File: src/rtl/decode_4_10_scan.sv
// decode_4_10_scan: time-multiplexed one-hot decimal display driver with valid/ready word loading.
// Optional DECODE_LEADING_ZERO_BLANK_EN suppresses leading zeros from digit DIGITS-1 down.
module decode_4_10_scan #(
    parameter int DIGITS = 4,
    parameter int DWELL  = 1000,
    parameter int BLANK  = 2
) (
    input  logic                  i_clk,
    input  logic                  i_rst,
    input  logic [4*DIGITS-1:0]   i_digits,
    input  logic                  i_valid,
    output logic                  o_ready,
    output logic [9:0]            o_cathode,
    output logic [DIGITS-1:0]     o_anode,
    output logic                  o_unknown
);
    localparam int CW = $clog2(DWELL + BLANK + 1);
    localparam int SW = DIGITS > 1 ? $clog2(DIGITS) : 1;
    typedef enum logic [1:0] {S_IDLE, S_DEAD, S_LIT} state_t;
    state_t              state, nxt_state;
    logic [CW-1:0]       cnt, nxt_cnt;
    logic [SW-1:0]       slot, nxt_slot;
    logic [4*DIGITS-1:0] active, pend, nxt_active;
    logic [DIGITS-1:0]   sup;
    logic [3:0]          code;
    logic                hs, frame_end, wrap, blank, lit;
    // Outputs are registered from the next-cycle state so they line up with the slot being entered.
    always_comb begin
        hs = i_valid & o_ready;
        frame_end = state == S_LIT && cnt == '0 && slot == SW'(DIGITS - 1);
        nxt_active = frame_end && !o_ready ? pend : active;
        wrap = state == S_IDLE || (state == S_LIT && cnt == '0);
        nxt_slot = state == S_IDLE || (wrap && slot == SW'(DIGITS - 1)) ? '0 : wrap ? slot + 1'b1 : slot;
        nxt_state = wrap ? (BLANK > 0 ? S_DEAD : S_LIT) : (state == S_DEAD && cnt == '0) ? S_LIT : state;
        nxt_cnt = wrap ? (BLANK > 0 ? CW'(BLANK - 1) : CW'(DWELL - 1))
                : (state == S_DEAD && cnt == '0) ? CW'(DWELL - 1) : cnt - 1'b1;
        sup = '0;
`ifdef DECODE_LEADING_ZERO_BLANK_EN
        begin
            logic above;
            above = 1'b1;
            for (int i = DIGITS - 1; i > 0; i--) begin
                sup[i] = above && nxt_active[4*i +: 4] == 4'h0;
                above = above && (nxt_active[4*i +: 4] == 4'h0 || nxt_active[4*i +: 4] == 4'hF);
            end
        end
`endif
        code = 4'hF;
        blank = 1'b0;
        for (int i = 0; i < DIGITS; i++) begin
            if (SW'(i) == nxt_slot) begin
                code = nxt_active[4*i +: 4];
                blank = sup[i];
            end
        end
        lit = nxt_state == S_LIT;
    end
    always_ff @(posedge i_clk) begin
        if (i_rst) begin
            state     <= S_IDLE;
            cnt       <= '0;
            slot      <= '0;
            active    <= '1;
            o_ready   <= 1'b1;
            o_anode   <= '0;
            o_cathode <= '0;
            o_unknown <= 1'b0;
        end else begin
            state     <= nxt_state;
            cnt       <= nxt_cnt;
            slot      <= nxt_slot;
            active    <= nxt_active;
            o_ready   <= hs ? 1'b0 : frame_end ? 1'b1 : o_ready;
            o_anode   <= lit ? DIGITS'(1) << nxt_slot : '0;
            o_cathode <= lit && !blank && code <= 4'd9 ? 10'(1) << code : '0;
            o_unknown <= lit && code >= 4'hA && code <= 4'hE;
        end
        // Pending is only meaningful while o_ready is low, so it needs no reset.
        if (hs) pend <= i_digits;
    end
endmodule

File: config.mk
export PLATFORM = sky130hd
export DESIGN_NAME = decode_4_10_scan
export DESIGN_NICKNAME = d
export VERILOG_FILES = /design/src/rtl/decode_4_10_scan.sv
export SDC_FILE = /design/constraint.sdc
export NUM_CORES = 1
export LEC_CHECK = 0
export BUFFER_PORTS_ARGS = -buffer_cell sky130_fd_sc_hd__clkbuf_2
export CAP_MARGIN = 10
export CORE_MARGIN = 10
export CORE_UTILIZATION = 35
export DETAILED_ROUTE_END_ITERATION = 8
export PLACE_DENSITY_LB_ADDON = 0.2
export SETUP_SLACK_MARGIN = 0.05
export SLEW_MARGIN = 10
export SYNTH_ARGS = -nofsm -noshare
export SYNTH_HDL_FRONTEND = slang
export SYNTH_SLANG_ARGS = --single-unit
File: constraint.sdc
create_clock -name i_clk -period 4 [get_ports i_clk]
set_input_delay 0.8 -clock i_clk [delete_from_list [all_inputs] [get_ports i_clk]]
set_output_delay 0.8 -clock i_clk [all_outputs]
set_load 0.005 [all_outputs]
# == Word-level counts from Yosys, hierarchy flattened ==
# Cells that the tools add are included.
# totals
register_bits,62
out_inout_bits,16
wordCells,60
# op_classes
add_sub_neg,2
order_cmp,3
n_eq_ne,7
n_shift,2
n_mux,13
bitwise_logic,3
reduce_logical,19
# ops
op,count
two-way mux 16 bit,1
two-way mux 4 bit,4
logical NOT 10 bit,1
two-way mux 10 bit,1
"left shift 1 x 4 -> 10 bit, first input constant",1
"subtractor 10 x 1 -> 10 bit, second input constant",1
"less-or-equal comparator 4 bit, second input constant",2
logical AND 1 bit,8
two-way mux 2 bit,4
"equality test 2 bit, second input constant",3
OR reduction 2 bit,3
"equality test 2 bit, first input constant",2
">= comparator 4 bit, second input constant",1
logical NOT 2 bit,2
"left shift 1 x 2 -> 4 bit, first input constant",1
two-way mux 1 bit,3
OR reduction 3 bit,1
"adder 2 x 1 -> 2 bit, second input constant",1
"equality test 1 x 2 -> 1 bit, first input constant",1
"equality test 2 x 1 -> 1 bit, second input constant",1
logical OR 1 bit,2
NOT 1 bit,2
nonzero test 2 bit,1
AND 1 bit,1
logical NOT 1 bit,1

# == Longest topological paths before layout ==
# depth
word_depth,15
mapped_depth,11
mapped_depth_nobuf,9

# == Worst setup path after synthesis ==
# No wires, ideal clock.
# synth_timing
path_type,register to register
from,reg cnt[0]
to,reg o_cathode[9]
setup_ns,0.060
arrival_time_ns,2.886
slack_ns,1.054
stages_incl_launch_ff,10
n_path_buf,0
period_less_slack_ns,2.946
path_cell_list,dfxtp_1 inv_1 ha_1 or4b_1 or4_4 nand3_4 mux4_2 a221oi_4 nand2_2 and3b_1
# synth_between
elab_chain_cells,15
elab_cells_between_ends,27
# synth_rtl
element,line_no,rtl
from (decl),21,"logic [CW-1:0] cnt, nxt_cnt;"
from (signal assigned),70,cnt <= nxt_cnt;
logical NOT 10 bit *,"30, 32, 34",
logical AND 1 bit,"30, 32",
logical OR 1 bit,32,wrap = state == S_IDLE || (state == S_LIT && cnt == '0);
logical AND 1 bit,33,nxt_slot = state == S_IDLE || (wrap && slot == SW'(DIGITS - 1)) ? '0 : wrap ? slot + 1'b1 : slot;
logical OR 1 bit,33,
two-way mux 2 bit,33,
logical NOT 2 bit,51,if (SW'(i) == nxt_slot) begin
two-way mux 4 bit (4 in a row),51,
less-or-equal comparator 4 bit,75,o_cathode <= lit && !blank && code <= 4'd9 ? 10'(1) << code : '0;
logical AND 1 bit,75,
NOT 1 bit (no source line),-,
OR reduction 2 bit (no source line),-,
to (signal assigned),75,
to (decl),13,"output logic [9:0] o_cathode,"
# Mark *: on every way between the ends. The rest lies on a longest branch, timed or not.
# A chain may end at the register's enable or synchronous reset.

# == Worst setup path after layout ==
# layout_timing
from,reg cnt[0]
to,reg o_cathode[8]
# The elaborated chain is that of the path after synthesis.

==> out/metrics.yaml <==
floorplanning:
  fp.dieW_um: 107
  die-area_um2: 11400
  design.core.area_um2: 7290
  fp-row-count: 31
  die_y_um: 107
  ios: 35
  start_util: 0.363
hold_path:
  hold_path.class: "reg2reg"
  worstHoldStart: "pend[9]"
  hold_depth: 2
  worstHoldEndpoint: "active[9]"
final_layout:
  regArea_um2: 1400
  antenna_cells: 0
  utilization: 0.427
  final_cell_area_um2: 3110
  multi_input_area_um2: 1180
  fin_cells: 390
  nNetsFinal: 308
  area_delta_synth_final_pct: 17.8
  drive_gt1_frac: 0.241
  fillers: 740
synth:
  synthArstFlopShare: 0
  yosysUniqueCellTypes: 51
  synth_fp_nets: 270
  netlist_area_um2: 2640
  synth_edf_count: 16
  synth_area_leader_cell: "dfxtp_1"
  synth_cells: 248
  netlist.area_leader.share: 0.348
  avgSynthCellArea_um2: 10.7
  synth_seq_area_share: 0.530
  ys_ff_latch: 62
  yosys_warnings: 0
  yosys_most_used_dff: "dfxtp_1"
  synth_area_leaders: "dfxtp_1 (35%), edfxtp_1 (18%), mux2i_1 (4.2%), nand2_1 (3.8%), a21oi_1 (2.7%)"
detailed_routing:
  wl_mm: 5.46
  vias_per_cell: 4.89
  postRouteAntennaNets: 0
  drc: 0
  wire_per_inst_um: 14.0
  drtPass1Iterations: 4
  drtIter0Drc: 91
  route.vias.total: 1906
place:
  dp_hpwl_mm: 3.96
  pre_cts_ws_ns: 0.819
  place_area_um2: 2930
  io_buffer_count: 34
  gp_congestion: 0.795
  place_inst: 374
clock_tree:
  cts_resized: 0
  htreeDepth: 3
  cts_buffers: 9
  hold_buffers: 0
  cts_tree: "built"
  cts_setup_buffers: 0
  insertion_delay_ns: 0.34
  clockBufferDepth: 2
  cts_root_buf: "clkbuf_8"
  clk_pin_slew_ns: 0.07
  clock-sinks: 62
run:
  drv_cap: 0
global_route:
  grt_pass1_wl_mm: 9.44
  grt_usage: 0.102
  grt_pass1_vias: 1915
  grt-ovfl-total: 0
  grt_max_degree: 26
  antenna_found_initial: 0
timing:
  report.final.slew_viol_count: 0
  tns_ns: 0
  grt_setup_unrepaired: "no"
  fin_crit_sh: 0.802
  tightestPinTransition_ns: 0.707
  finClkSkew_ns: 0.00778
  final-hold-violation-count: 0
  timing.final.ws_setup_ns: 0.792
  post-route-min-period_ns: 3.21
  setup_viol: 0
  whs_ns: 0.465
  slew_headroom: 0.529
  fmax_mhz: 312
run_status:
  status: "finished, final reports clean"
setup_path:
  rrSetupSlack_ns: 0.79
  path_class: "reg2reg"
  end_kind: "flop"
  arrival_ns: 3.47
  startpoint_type: "flop"
  reg2reg_depth: 9
  path_max_fanout: 6
  reg2reg_from: "cnt[0]"
  crit_path_start: "cnt[0]"
  required_ns: 4.26
  r2r-end: "o_cathode[8]"
power_and_ir_drop:
  p_per_area_nw_per_um2: 654
  power_mw: 2.04
  peakVddDrop_uv: 214
  leakagePower_nw: 1.24
[Yosys cell counts, types with 3 or more instances]
cell	instances
nor4_1	4
ha_1	3
buf_2	3
nor2_1	12
dfxtp_1	46
nand2_1	27
nor3_1	13
xnor2_1	6
o21ai_0	3
nand2b_1	11
nand3b_1	9
nor2b_1	6
nand4_1	3
inv_1	6
nand3_1	4
clkbuf_1	7
edfxtp_1	16
a21oi_1	14
nor3b_1	6
mux2i_1	11
[power breakdown]
group | leakage, nW | switching, mW | internal [mW]
clock | 0.0964 | 0.242 | 0.283
sequential | 0.526 | 0.104 | 0.719
combinational | 0.622 | 0.399 | 0.290
total | 1.24 | 0.745 | 1.29
[placed cells by master, fill, tap and decap left out, drive strengths merged, types with 3 or more instances in the layout]
master / n
a21oi: 14
edfxtp: 16
nor2: 12
nor2b: 6
clkbuf: 43
nor4: 5
nand2b: 11
mux2i: 11
nand3b: 9
o21ai: 4
dfxtp: 46
nand3: 5
buf: 3
xnor2: 6
nand4: 3
nand2: 28
nor3: 13
inv: 6
ha: 3
clkinv: 5
nor3b: 6
[sequential cells by signal, summed over array words and instances (netlist names)]
name and cells:
active 16, cnt 10, o_anode 4, o_cathode 10, o_ready 1, o_unknown 1, pend 16, slot 2
state 2
[logic make-up after synthesis]
family,Yosys count,share of synthesized area
mux,14,0.0587
simple gates,111,0.242
buf+inv,16,0.0241
xor+xnor,8,0.0265
fa+ha+maj,3,0.0142
flops,62,0.530
compound gates,34,0.104
[worst max-delay path, cell delays in order (launching register included)]
cell and delay (ns):
dfxtp_1 0.33, inv_1 0.08, ha_1 0.16, or4b_1 0.54, or4_4 0.55, nand3_4 0.14, mux4_2 0.57, a221oi_4 0.42
nand2_2 0.13, nor3b_1 0.20
[final cells by class]
class / instances / share of cell area
sequential: 62 / 0.450
multi-input combinational: 170 / 0.380
clock buffer: 9 / 0.0398
tap: 99 / 0.0398
timing repair buffer: 37 / 0.0619
clock inverter: 7 / 0.0209
inverter: 6 / 0.00723
[worst max-delay path by stage]
stage               cells past startpoint      endpoint
finish                                  9  o_cathode[8]
floorplan                               9  o_cathode[9]
detailed placement                      9  o_cathode[8]
global route                            9  o_cathode[8]
global placement                        7  o_cathode[3]
CTS                                     9  o_cathode[8]
[per-layer routing]
layer,GRT usage,up-vias,share of wire
li1,-,975,-
met1,0.131,879,0.48
met3,0.0353,10,0.055
met5,0,-,0
met4,0.0551,0,0.020
met2,0.147,42,0.44
No activity file was read; power rests on OpenSTA's default activity.
